===== src/rtl/arp_note_decoder.sv =====
// -----------------------------------------------------------------------------
// arp_note_decoder
//
// Turns the one-hot note lines of an arpeggiator into a stream of note-on /
// note-off events. Each note-off carries the number of decode cycles the note
// was held. Events queue in a small first-word-fall-through FIFO.
//
// Ports
//   CLK        system clock, all state on rising edge
//   RESET      asynchronous active-low reset
//   Enable     1 = sample/decode/generate events, 0 = freeze (pops continue)
//   notes      one-hot note lines, bit k = arpeggiator output k
//   ev_valid   FIFO head holds an event
//   ev_ready   consumer accepts the head event when ev_valid=1
//   ev_note    note index of head event
//   ev_on      1 = note-on, 0 = note-off
//   ev_dur     held duration in cycles (note-off only, 0 for note-on)
//   multi_err  sticky: a multi-hot sample was decoded
//   overflow   sticky: a cycle's events were dropped for lack of FIFO space
//   clr_err    synchronous clear of both sticky flags
// -----------------------------------------------------------------------------
module arp_note_decoder #(
  parameter int DEPTH = 4,
  parameter int DUR_W = 16
) (
  input  logic             CLK,
  input  logic             RESET,
  input  logic             Enable,
  input  logic [7:0]       notes,
  output logic             ev_valid,
  input  logic             ev_ready,
  output logic [2:0]       ev_note,
  output logic             ev_on,
  output logic [DUR_W-1:0] ev_dur,
  output logic             multi_err,
  output logic             overflow,
  input  logic             clr_err
);

  localparam int AW = (DEPTH > 1) ? $clog2(DEPTH) : 1;
  localparam int CW = AW + 1;
  localparam int EW = 3 + 1 + DUR_W;
  localparam logic [DUR_W-1:0] DUR_MAX = '1;

  // Duration counter increment that sticks at the top of its range.
  function automatic logic [DUR_W-1:0] sat_inc(input logic [DUR_W-1:0] v);
    sat_inc = (v == DUR_MAX) ? v : v + 1'b1;
  endfunction

  // ---------------------------------------------------------------------------
  // Stage p0: registered note sample
  // ---------------------------------------------------------------------------
  logic [7:0] samp_p0;

  always_ff @(posedge CLK or negedge RESET) begin
    if (!RESET) begin
      samp_p0 <= '0;
    end else if (Enable) begin
      samp_p0 <= notes;
    end
  end

  // Decode: lowest set bit wins, so a multi-hot sample still yields a note.
  logic       dec_vld;
  logic [2:0] dec_idx;
  logic       dec_multi;

  always_comb begin
    dec_idx = '0;
    for (int i = 7; i >= 0; i--) begin
      if (samp_p0[i]) dec_idx = 3'(i);
    end
    dec_vld   = |samp_p0;
    dec_multi = |(samp_p0 & (samp_p0 - 8'd1));
  end

  // ---------------------------------------------------------------------------
  // Stage p1: current-note state, duration counter and event FIFO
  // ---------------------------------------------------------------------------
  logic             cur_vld_p1;
  logic [2:0]       cur_idx_p1;
  logic [DUR_W-1:0] dur_cnt_p1;

  logic             cur_vld_nxt;
  logic [2:0]       cur_idx_nxt;
  logic [DUR_W-1:0] dur_cnt_nxt;
  logic [1:0]       need;
  logic [EW-1:0]    ev0;
  logic [EW-1:0]    ev1;

  // Event generation. On a note change the OFF goes in slot 0 so it lands
  // ahead of the following ON in FIFO order.
  always_comb begin
    need        = 2'd0;
    ev0         = '0;
    ev1         = '0;
    cur_vld_nxt = cur_vld_p1;
    cur_idx_nxt = cur_idx_p1;
    dur_cnt_nxt = dur_cnt_p1;
    if (dec_vld) begin
      if (!cur_vld_p1) begin
        need        = 2'd1;
        ev0         = {dec_idx, 1'b1, {DUR_W{1'b0}}};
        dur_cnt_nxt = DUR_W'(1);
      end else if (dec_idx != cur_idx_p1) begin
        need        = 2'd2;
        ev0         = {cur_idx_p1, 1'b0, dur_cnt_p1};
        ev1         = {dec_idx, 1'b1, {DUR_W{1'b0}}};
        dur_cnt_nxt = DUR_W'(1);
      end else begin
        dur_cnt_nxt = sat_inc(dur_cnt_p1);
      end
      cur_vld_nxt = 1'b1;
      cur_idx_nxt = dec_idx;
    end else if (cur_vld_p1) begin
      need        = 2'd1;
      ev0         = {cur_idx_p1, 1'b0, dur_cnt_p1};
      cur_vld_nxt = 1'b0;
      dur_cnt_nxt = '0;
    end
  end

  always_ff @(posedge CLK or negedge RESET) begin
    if (!RESET) begin
      cur_vld_p1 <= 1'b0;
      cur_idx_p1 <= '0;
      dur_cnt_p1 <= '0;
    end else if (Enable) begin
      // Updates even when the cycle's events are dropped by overflow.
      cur_vld_p1 <= cur_vld_nxt;
      cur_idx_p1 <= cur_idx_nxt;
      dur_cnt_p1 <= dur_cnt_nxt;
    end
  end

  // FIFO bookkeeping. A pop in the same cycle frees a slot for the push, and
  // a two-event cycle is all-or-nothing.
  logic [EW-1:0] mem [DEPTH];
  logic [AW-1:0] rd_ptr;
  logic [AW-1:0] wr_ptr;
  logic [CW-1:0] count;
  logic [CW-1:0] free;
  logic          pop;
  logic          push_ok;
  logic          drop;
  logic [CW-1:0] push_n;

  always_comb begin
    pop     = ev_valid & ev_ready;
    free    = CW'(DEPTH) - count + CW'(pop);
    push_ok = Enable && (need != 2'd0) && (free >= CW'(need));
    drop    = Enable && (need != 2'd0) && !push_ok;
    push_n  = push_ok ? CW'(need) : '0;
  end

  always_ff @(posedge CLK or negedge RESET) begin
    if (!RESET) begin
      rd_ptr <= '0;
      wr_ptr <= '0;
      count  <= '0;
    end else begin
      if (pop) rd_ptr <= rd_ptr + AW'(1);
      wr_ptr <= wr_ptr + AW'(push_n);
      count  <= count + push_n - CW'(pop);
    end
  end

  // Storage carries data only; validity comes from count.
  always_ff @(posedge CLK) begin
    if (push_ok) begin
      mem[wr_ptr] <= ev0;
      if (need == 2'd2) mem[wr_ptr + AW'(1)] <= ev1;
    end
  end

  // Sticky flags: a fresh error in the clearing cycle keeps the flag set.
  always_ff @(posedge CLK or negedge RESET) begin
    if (!RESET) begin
      multi_err <= 1'b0;
      overflow  <= 1'b0;
    end else begin
      multi_err <= (multi_err & ~clr_err) | (Enable & dec_multi);
      overflow  <= (overflow & ~clr_err) | drop;
    end
  end

  // Head outputs are forced to zero while the FIFO is empty.
  logic [EW-1:0] head;

  always_comb begin
    head     = mem[rd_ptr];
    ev_valid = (count != '0);
    ev_note  = ev_valid ? head[EW-1 -: 3] : 3'd0;
    ev_on    = ev_valid ? head[DUR_W] : 1'b0;
    ev_dur   = ev_valid ? head[DUR_W-1:0] : '0;
  end

endmodule


===== config.mk =====
export PLATFORM = sky130hd
export DESIGN_NAME = arp_note_decoder
export DESIGN_NICKNAME = d
export VERILOG_FILES = /design/src/rtl/arp_note_decoder.sv
export SDC_FILE = /design/constraint.sdc
export NUM_CORES = 1
export LEC_CHECK = 0
export BUFFER_PORTS_ARGS = -buffer_cell sky130_fd_sc_hd__buf_2
export CAP_MARGIN = 20
export CORE_UTILIZATION = 45
export CTS_CLUSTER_DIAMETER = 40
export DETAILED_ROUTE_END_ITERATION = 12
export PLACE_DENSITY = 0.73
export SLEW_MARGIN = 20
export SYNTH_ARGS = -nofsm -noshare
export SYNTH_HDL_FRONTEND = slang
export SYNTH_SLANG_ARGS = --single-unit

===== constraint.sdc =====
create_clock -name CLK -period 5.95 [get_ports CLK]
set_clock_uncertainty 0.05 [all_clocks]
set_input_delay 0.8925 -clock CLK [delete_from_list [all_inputs] [get_ports CLK]]
set_output_delay 0.8925 -clock CLK [all_outputs]
set_load 0.005 [all_outputs]

== Word level (Yosys, flattened, before mapping) ==
Memories as Yosys holds them, arrays and structs flattened.
Index checks and enable logic that the tools add are counted.

* Bits in registers: 37
* Memory bits (writable): 80
* Memories: 1

{| class="wikitable"
|+ Memories
! name !! words !! bits a word !! read ports !! clocked after memory_dff !! wr ports !! line !! source
|-
| mem || 4 || 20 || 1 || 0 || 2 || 138 || <nowiki>logic [EW-1:0] mem [DEPTH];</nowiki>
|}

* Add/subtract/negate cells: 9
* Magnitude comparators: 1
* Equal/unequal tests: 4
* Mux-type cells: 34
* Bitwise operators: 8
* Reduce and logical (&&, ||, !) cells: 11

{| class="wikitable"
|+ Operators by type and width
! kind !! number
|-
| 20-bit two-way mux || 7
|-
| 16-bit two-way mux || 6
|-
| 3-bit two-way mux || 9
|-
| 16-bit by 1-bit adder with 16-bit output (second input constant) || 1
|-
| 16-bit equality test (second input constant) || 1
|-
| 8-bit OR reduction || 2
|-
| 8-bit AND || 1
|-
| 1-bit two-way mux || 8
|-
| 2-bit two-way mux || 4
|-
| 8-bit by 1-bit subtractor with 8-bit output (second input constant) || 1
|-
| 2-bit by 1-bit adder with 2-bit output (second input constant) || 2
|-
| 1-bit AND || 4
|-
| 4-bit != test (second input constant) || 1
|-
| 2-bit nonzero test || 2
|-
| 3-bit by 1-bit adder with 3-bit output || 1
|-
| 3-bit by 2-bit adder with 3-bit output || 1
|-
| 3-bit by 2-bit greater-or-equal comparator with 1-bit output || 1
|-
| 1-bit logical AND || 3
|-
| 3-bit != test || 1
|-
| 3-bit AND reduction || 1
|-
| 3-bit nonzero test || 1
|-
| 3-bit by 1-bit subtractor with 3-bit output || 1
|-
| 3-bit subtractor (first input constant) || 1
|-
| 2-bit adder || 1
|-
| other kinds (5) || 6
|}

== Logic depth before layout (Yosys ltp) ==
Gate-level depths: netlist of run 1.

* Word-level depth: 18
* Mapped depth: 19
* Gate-level depth less buffers: 16

== Least setup slack after synthesis of run 1 ==
Ideal clock, no wire load.

* Kind: register -> register
* Start point: register samp_p0[4]
* End point: register count[2]
* Data arrival time: 3.806 ns
* Data required time: 5.777 ns
* Setup slack: 1.971 ns
* Cell stages (with the launch flop): 17
* Path buffers: 2
* Cell sequence: dfrtp_1 > buf_2 > nor4_2 > nand3_1 > ha_1 > clkbuf_1 > inv_1 > ha_1 > nand2b_1 > a211oi_1 > nand2b_1 > a311oi_4 > inv_1 > ha_1 > fa_1 > xor2_1 > xnor2_1

* Cells in the longest elaborated chain, start to end: 15
* Elaborated cells on any way between the ends: 17

{| class="wikitable"
|+ RTL lines
! item !! line !! source
|-
| start, declared || 53 || <nowiki>logic [7:0] samp_p0;</nowiki>
|-
| start signal, assigned || 59 || <nowiki>samp_p0 <= notes;</nowiki>
|-
| 3-bit two-way mux (5 in a row) || 71 || <nowiki>if (samp_p0[i]) dec_idx = 3'(i);</nowiki>
|-
| 3-bit != test || 105 || <nowiki>end else if (dec_idx != cur_idx_p1) begin</nowiki>
|-
| 2-bit two-way mux || 105 ||
|-
| 2-bit two-way mux || 101 || <nowiki>if (!cur_vld_p1) begin</nowiki>
|-
| 2-bit two-way mux (*) || 100 || <nowiki>if (dec_vld) begin</nowiki>
|-
| branches (longest 3 deep; another with 3-bit by 2-bit greater-or-equal comparator with 1-bit output) || n/a ||
|-
| 2-bit two-way mux (*) || 153 || <nowiki>push_n = push_ok ? CW'(need) : '0;</nowiki>
|-
| 3-bit by 2-bit adder with 3-bit output (*) || 164 || <nowiki>count <= count + push_n - CW'(pop);</nowiki>
|-
| 3-bit by 1-bit subtractor with 3-bit output (*) || 164 ||
|-
| end signal, assigned || 164 ||
|-
| end, declared || 141 || <nowiki>logic [CW-1:0] count;</nowiki>
|}

Mark *: on every way between the ends.
A chain may end at the register's enable or synchronous reset.

==> metrics.txt, run 1 <==
outcome=finished clean; P_leak=2.70 nW; Routed WL=16,200 um; final setup violating endpoints=0; Final GP Congestion=0.896; Synthesis Warnings=0; hold buffers post-CTS=0; Remaining DRCs=0; CTS Sinks=117; Highest Clock Rate=0.215 GHz; CTS resizes=0; Syn-to-layout area delta=12.8%; most common cell after layout, fill and taps aside=nand3_1; EDFF count, synth=16; nets=706; R2R cell count=13; RSZ-0062 raised after global routing=false; clock slew seen by the registers of the worst setup and hold paths=50 ps; drt first-iter violations=529; R2R setup slack=1290 ps; max-slew violation count=0; hold wc startpoint=multi_err; Place WS=1390 ps; die area=0.0146 sq mm; share of layout cells above drive strength 1=0.172; WP data required=6230 ps; vias in the first global route=5,286; hold worst-path end=multi_err; CTS H-tree lvls=4; Num CTS Buffers=17; Slew HR=0.246; grt total ovfl=0; IO buf count=35; Root Driver=clkbuf_16; Post-synth top flop=dfxtp_1; worst-margin pin slew=around 1100 ps; worst min-delay path category=flip-flop to flip-flop; Post-DRT Antenna Nets=0; critical path launch point type=flip-flop; FF/Latch Area=approximately 0.0027 sq mm; Tcrit/Tclk final=0.783; reg2reg start=samp_p0[2]; syn_nets=around 700; Seq/Total Area, Yosys=0.423; Max clock buf depth=2; max cap viols=0; critical path data arrival time=4940 ps; drt via density=between 6 and 7; kind of critical path=flip-flop to flip-flop; GRT Util Overall=0.236; flop and latch count out of synthesis=117; pwr dens=439 mW/mm^2; Worst VDD drop=0.000228 V; die height=121 um; commonest non-fill, non-tap cells in the layout=nand3_1, a21oi_1, o21ai_0; Max FO, Critical Path=37; Initial Utilization=0.459; Setup TNS=0 ps; max layer used=met4; hold path cells=1; Final Hold Vio Count=0; FFs w/ async S/R, synth=0.316; ant diodes=0; DR WL met2=7850 um; DR WL/cell=18.5 um; fill count=1,233; Syn Inst Count=679; clk_lat worst skew=around 420 ps; post-CTS setup buffer count=0; fin crit period=4660 ps; Final WS setup=1290 ps; Worst setup EP type=flip-flop; CTS tree=yes; initial antenna violation count=0; r2r endpoint=mem[3][1]; num ports=36; Cell Area, Synth=between 0.006 and 0.007 sq mm; met1 wire length=approximately 6900 um; first-pass GRT wire length=26,800 um; hpwl dp=around 10,000 um; area of the multi-input gates=0.00332 sq mm; Mean Syn Cell Area=between 9 and 10 sq um; die width=121 um; Yosys cell types=64; Power Total=3.15 mW; DR WL met3=1140 um; routed vias=5,447; largest net degree at the start of global routing=57; 1st-pass router iterations=5; core area=0.0138 sq mm; # rows=43
-- cell families after synthesis --
logic type               count (synthesis)  share of synthesized area
flip-flops                             117                      0.423
AND/OR/NAND/NOR                        207                      0.176
buffers and inverters                   78                     0.0558
XOR/XNOR                                 7                    0.00966
AO/OA/AOI/OAI                          223                      0.214
adder cells (fa/ha/maj)                 15                     0.0300
multiplexers                            32                     0.0919
-- Yosys cell counts (all sizes together), types with 3 or more instances --
cell type,number,area (sq um)
dfxtp,64,1280
buf,25,153
nor3,4,20.0
or3,3,18.8
nor2,13,48.8
mux4,20,450
inv,17,63.8
or2,3,18.8
a21oi,77,385
dfrtp,37,926
xnor2,5,43.8
nand2,41,154
a311oi,4,52.6
or4,3,22.5
nor4,5,37.5
nand2b,11,68.8
o21ai,74,374
nor2b,4,25.0
a41oi,7,80.1
o22ai,8,50.1
a31oi,27,169
edfxtp,16,480
ha,12,150
a21o,5,37.5
and3,11,73.8
a32o,5,50.1
and2,25,156
nand3,78,390
clkbuf,36,138
mux2,10,113
-- area by class of cell --
cell class,count,area share
Clock inverter,9,0.0152
Multi-Input combinational cell,484,0.464
Inverter,17,0.00891
Timing Repair Buffer,43,0.0328
Tap cell,180,0.0314
Sequential cell,117,0.375
Clock buffer,22,0.0722
-- registers in the layout (all words and copies together), names as in the netlist --
name	count
count	3
overflow	1
samp_p0	8
multi_err	1
cur_vld_p1	1
dur_cnt_p1	16
rd_ptr	2
wr_ptr	2
mem	80
cur_idx_p1	3
-- worst max-delay path by stage --
stage | startpoint | to | slack, ps
floorplan | samp_p0[4] | count[2] | 1970
global placement | samp_p0[2] | mem[1][18] | 1580
detailed placement | samp_p0[2] | count[2] | 1390
CTS | samp_p0[2] | mem[3][1] | 1360
global route | samp_p0[2] | mem[3][3] | 1040
finish | samp_p0[2] | mem[3][1] | 1290
-- power breakdown --
group	total [mW]	leakage [nW]	switching, mW	internal (mW)
Combinational	1.02	1.27	0.656	0.365
Sequential	1.06	1.12	0.121	0.939
Clock	1.06	0.310	0.365	0.699
Total	3.15	2.70	1.14	2.00
-- worst max-delay path, stage by stage, from the launching register on --
cell	delay, ps
dfrtp_1	470
or3b_1	380
o32a_1	340
o211ai_4	530
and3_4	360
nor2_1	100
inv_1	90
ha_1	140
a211oi_1	120
a211o_1	340
a41oi_4	840
buf_4	470
nand3_1	120
a21oi_1	190
-- per-stage QoR --
| stage | hold slack [ps] | std cells | utilization | instance area [sq um] |
|---|---|---|---|---|
| final | 421 | 872 | 0.518 | 7160 |
| after global placement | 407 | 841 | 0.473 | 6540 |
| after floorplan | 401 | 679 | - | 6350 |
| after detailed placement | 415 | 841 | 0.473 | 6540 |
| after CTS | 424 | 872 | 0.518 | 7160 |
| after global routing | 437 | 872 | 0.518 | 7160 |
-- per-layer routing --
layer / vias up / global-route usage
li1: 2529 / -
met1: 2631 / 0.302
met2: 255 / 0.384
met3: 32 / 0.0538
met4: 0 / 0.0949
met5: - / 0
Power figures use the tool's default switching activity.
==> run 2: changes to the inputs <==
- clock period: 5.95 -> 4.3 ns (I/O delays scaled with it)
==> metrics.txt, run 2 (same netlist as run 1, synthesis figures left out) <==
Max FO, Critical Path=7; hold buffers post-CTS=0; crit path from=samp_p0[1]; fin crit period=3960 ps; kind of critical path=flip-flop to flip-flop; IO buf count=35; CTS resizes=0; Final Cell Area=between 0.007 and 0.008 sq mm; Worst setup EP type=flip-flop; drt via density=between 6 and 7; Setup TNS=0 ps; # rows=43; Hold WS=287 ps; Routed WL=approximately 17,000 um; Syn-to-layout area delta=13.3%; grt met2 use=0.404; Max clock buf depth=2; RSZ-0062 raised after global routing=false; Biggest register=mem; routing usage on met3=0.0575; non-filler instance count after layout=882; nets=715; clk_lat worst skew=420 ps; Root Driver=clkbuf_16; worst-margin pin slew=roughly 1100 ps; die area=0.0146 sq mm; Regs by FF count=mem x80, dur_cnt_p1 x16, samp_p0 x8; GRT Util Overall=0.242; die height=approximately 120 um; critical path launch point type=flip-flop; Initial Utilization=0.459; hpwl dp=between 10,000 and 15,000 um; grt total ovfl=0; worst min-delay path category=primary input to async pin; Cells after DPL=850; outcome=finished clean; largest net degree at the start of global routing=65; Tcrit/Tclk final=0.921; core area=0.0138 sq mm; clock slew seen by the registers of the worst setup and hold paths=60 ps; vias in the first global route=between 5,000 and 6,000; WP data required=between 4000 and 5000 ps; share of layout cells above drive strength 1=0.184; max cap viols=0; r2r endpoint=count[2]; commonest non-fill, non-tap cells in the layout=nand3_1, a21oi_1, o21ai_0; ant diodes=0; GR peak layer=met2; post-CTS setup buffer count=0; P_leak=2.72 nW; initial antenna violation count=0; first-pass GRT wire length=27,400 um; fin util=0.520; CTS Sinks=117; post-place instance area=0.00660 sq mm; most common cell after layout, fill and taps aside=nand3_1; max reg flops=80; Critical path buffers and inverters=2; Final GP Congestion=0.823; CTS H-tree lvls=4; CTS tree=yes; die width=121 um; Slew HR=0.286; DR WL/cell=18.7 um; R2R setup slack=340 ps; 1st-pass router iterations=5; Highest Clock Rate=0.252 GHz; Remaining DRCs=0; cell class contributing the biggest share of worst-path delay=simple AND/OR/NAND/NOR gates; worst-path cell chain=or2_0 -> a22oi_2 -> o211ai_4 -> and3_4 -> nor2_1 -> inv_1 -> ha_1 -> a211oi_2 -> nand2b_1 -> a311oi_4 -> inv_1 -> ha_1 -> fa_1 -> xor2_1 -> xnor2_1; M1 GR Usage=0.306; CP peak stage delay=440 ps; R2R cell count=15; CP max-delay cell=dfrtp_1; pwr dens=approximately 600 mW/mm^2; Final Hold Vio Count=0; Critical Path Sink=count[2]; drt first-iter violations=530; routed vias=5,508; final setup violating endpoints=0; max-slew violation count=0; num ports=36; Crit. path cell count=15; Post-DRT Antenna Nets=0; reg2reg start=samp_p0[1]; fill count=between 1,000 and 1,500; Num CTS Buffers=17; Worst VDD drop=0.000314 V; critical path data arrival time=4220 ps
-- run 2: final cells by class --
cell class                      instances  area [sq um]  area share
Clock buffer                           19           454      0.0632
Clock inverter                         13           119      0.0165
Inverter                               17          63.8     0.00887
Multi-Input combinational cell        484          3340       0.464
Sequential cell                       117          2690       0.374
Tap cell                              180           225      0.0313
Timing Repair Buffer                   52           303      0.0421
-- run 2: stage by stage --
step	total power, mW	worst slack, ps
6_report	4.30	338
5_1_grt	4.52	80.3
3_3_place_gp	2.86	457
2_1_floorplan	2.49	321
4_1_cts	4.29	247
3_5_place_dp	2.92	263
-- run 2: power breakdown --
group          total (mW)  internal (mW)  switching (mW)
combinational        1.46          0.534           0.931
clock                1.37          0.833           0.536
sequential           1.46           1.30           0.163
total                4.30           2.67            1.63
-- run 2: layer usage --
metal  part of all wire  up-vias
met5                  0        -
met4              0.015        0
met3              0.076       32
met2               0.50      249
met1               0.41     2679
li1                   -     2548
-- run 2: worst min-delay path by stage --
stage	startpoint	end	slack, ps	cells after the start
2_1_floorplan	RESET	count[0]	300	0
3_3_place_gp	mem[1][1]	mem[1][1]	410	2
3_5_place_dp	multi_err	multi_err	410	1
4_1_cts	RESET	dur_cnt_p1[2]	320	1
5_1_grt	RESET	dur_cnt_p1[2]	360	1
6_report	RESET	dur_cnt_p1[2]	290	1
==> run 3: changes to the inputs <==
- PLACE_DENSITY: 0.73 -> not set
==> metrics.txt, run 3 (same netlist as run 1, synthesis figures left out) <==
outcome=finished clean; fin crit period=3900 ps; vias in the first global route=5,263; internal power=2.66 mW; Hold WS=279 ps; CTS tree=yes; first-pass GRT wire length=27,200 um; Max FO, Critical Path=9; drt first-iter violations=507; pwr dens=596 mW/mm^2; Num CTS Buffers=17; cell class contributing the biggest share of worst-path delay=adder cells; GRT Util Overall=0.244; Worst VDD drop=0.000332 V; Post-DRT Antenna Nets=0; die height=121 um; Crit path top cell by count=ha_1; worst-path cell chain=nor4_2 -> nand3_1 -> ha_1 -> inv_1 -> ha_1 -> nand2b_1 -> a211oi_2 -> or3_1 -> ha_1 -> inv_1 -> ha_1 -> inv_1 -> fa_1 -> xor2_1 -> xnor2_1; CTS H-tree lvls=4; Final GP Congestion=0.819; clk_lat worst skew=430 ps; Final Hold Vio Count=0; WP data required=roughly 4600 ps; grt total ovfl=0; drt via density=6.08; IO buf count=35; Remaining DRCs=0; max cap viols=0; CP max-delay cell=nor4_2; Syn-to-layout area delta=13.0%; CP peak stage delay=480 ps; commonest non-fill, non-tap cells in the layout=nand3_1, a21oi_1, o21ai_0; largest net degree at the start of global routing=65; Crit. path cell count=15; Routed WL=~17,000 um; die area=0.0146 sq mm; DR WL/cell=18.9 um; most common cell after layout, fill and taps aside=nand3_1; fill count=~1,300; worst-margin pin slew=~1100 ps; die width=121 um; Root Driver=clkbuf_16; post-CTS setup buffer count=0; Worst setup EP type=flip-flop; final setup violating endpoints=0; clock network fraction of total power=0.320; nets=713; switching pwr=1.62 mW; RSZ-0062 raised after global routing=false; clock slew seen by the registers of the worst setup and hold paths=60 ps; Biggest register=mem; R2R cell count=15; core area=0.0138 sq mm; Initial Utilization=0.459; kind of critical path=flip-flop to flip-flop; fin util=0.519; Tcrit/Tclk final=0.906; switch share=0.378; P_leak=2.69 nW; Power Total=4.28 mW; Highest Clock Rate=about 0.26 GHz; hpwl dp=10,800 um; 1st-pass router iterations=7; Max clock buf depth=2; Setup TNS=0 ps; num ports=36; CTS Sinks=117; routed vias=5,346; critical path launch point type=flip-flop; Regs by FF count=mem x80, dur_cnt_p1 x16, samp_p0 x8; Critical path buffers and inverters=3; max-slew violation count=0; share of layout cells above drive strength 1=0.184; max reg flops=80; worst min-delay path category=primary input to async pin; # rows=43; initial antenna violation count=0; Slew HR=0.256; ant diodes=0; combinational share of power=0.337; Flop pwr share=0.343; critical path data arrival time=4160 ps
[run 3: worst paths after layout]
check                      slack (ps)  startpoint             to
min in group CLK                  390    notes[7]     samp_p0[7]
setup / recovery                  400  samp_p0[4]       count[2]
hold reg to reg                   420   mem[0][0]      mem[0][0]
setup reg to reg                  400  samp_p0[4]       count[2]
max in group asynchronous        3380       RESET      rd_ptr[0]
hold / removal                    280       RESET  dur_cnt_p1[8]
[run 3: timing repair]
| action | in CTS | in global routing |
|---|---|---|
| endpoints found under the setup margin | 0 | 1 |
| gates resized for setup | 0 | 2 |
| hold buffers | 0 | 0 |
| hold endpoints to repair | 0 | 0 |
[run 3: per-stage QoR]
stage / setup WS [ps] / instance area, sq um / std cells
finish: 404 / 7170 / 880
global route: 125 / 7170 / 880
CTS: 213 / 7160 / 880
detailed placement: 255 / 6600 / 848
global placement: 395 / 6600 / 848
floorplan: 321 / 6350 / 679
[run 3: routing by layer]
layer  GRT usage  share of wire  vias to the layer above
met2       0.392           0.48                      159
li1            -              -                     2541
met3      0.0429          0.052                       33
met4       0.130          0.022                        0
met1       0.312           0.44                     2613
met5           0              0                        -
[run 3: cell type report]
cell class	instances	area, sq um	area share
clock buffers	18	429	0.0598
clock inverters	14	138	0.0192
inverters	17	63.8	0.00890
multi-input cells	484	3340	0.466
flip-flops and latches	117	2690	0.375
well taps	180	225	0.0314
repair buffers	50	288	0.0401
[run 3: power by group through the flow]
stage / clock network, mW / registers (mW) / logic, mW
global route: 1.43 / 1.49 / 1.58
CTS: 1.38 / 1.46 / 1.44
floorplan: 0 / 1.39 / 1.10
finish: 1.37 / 1.47 / 1.44
global placement: 0 / 1.48 / 1.41
detailed placement: 0 / 1.49 / 1.43
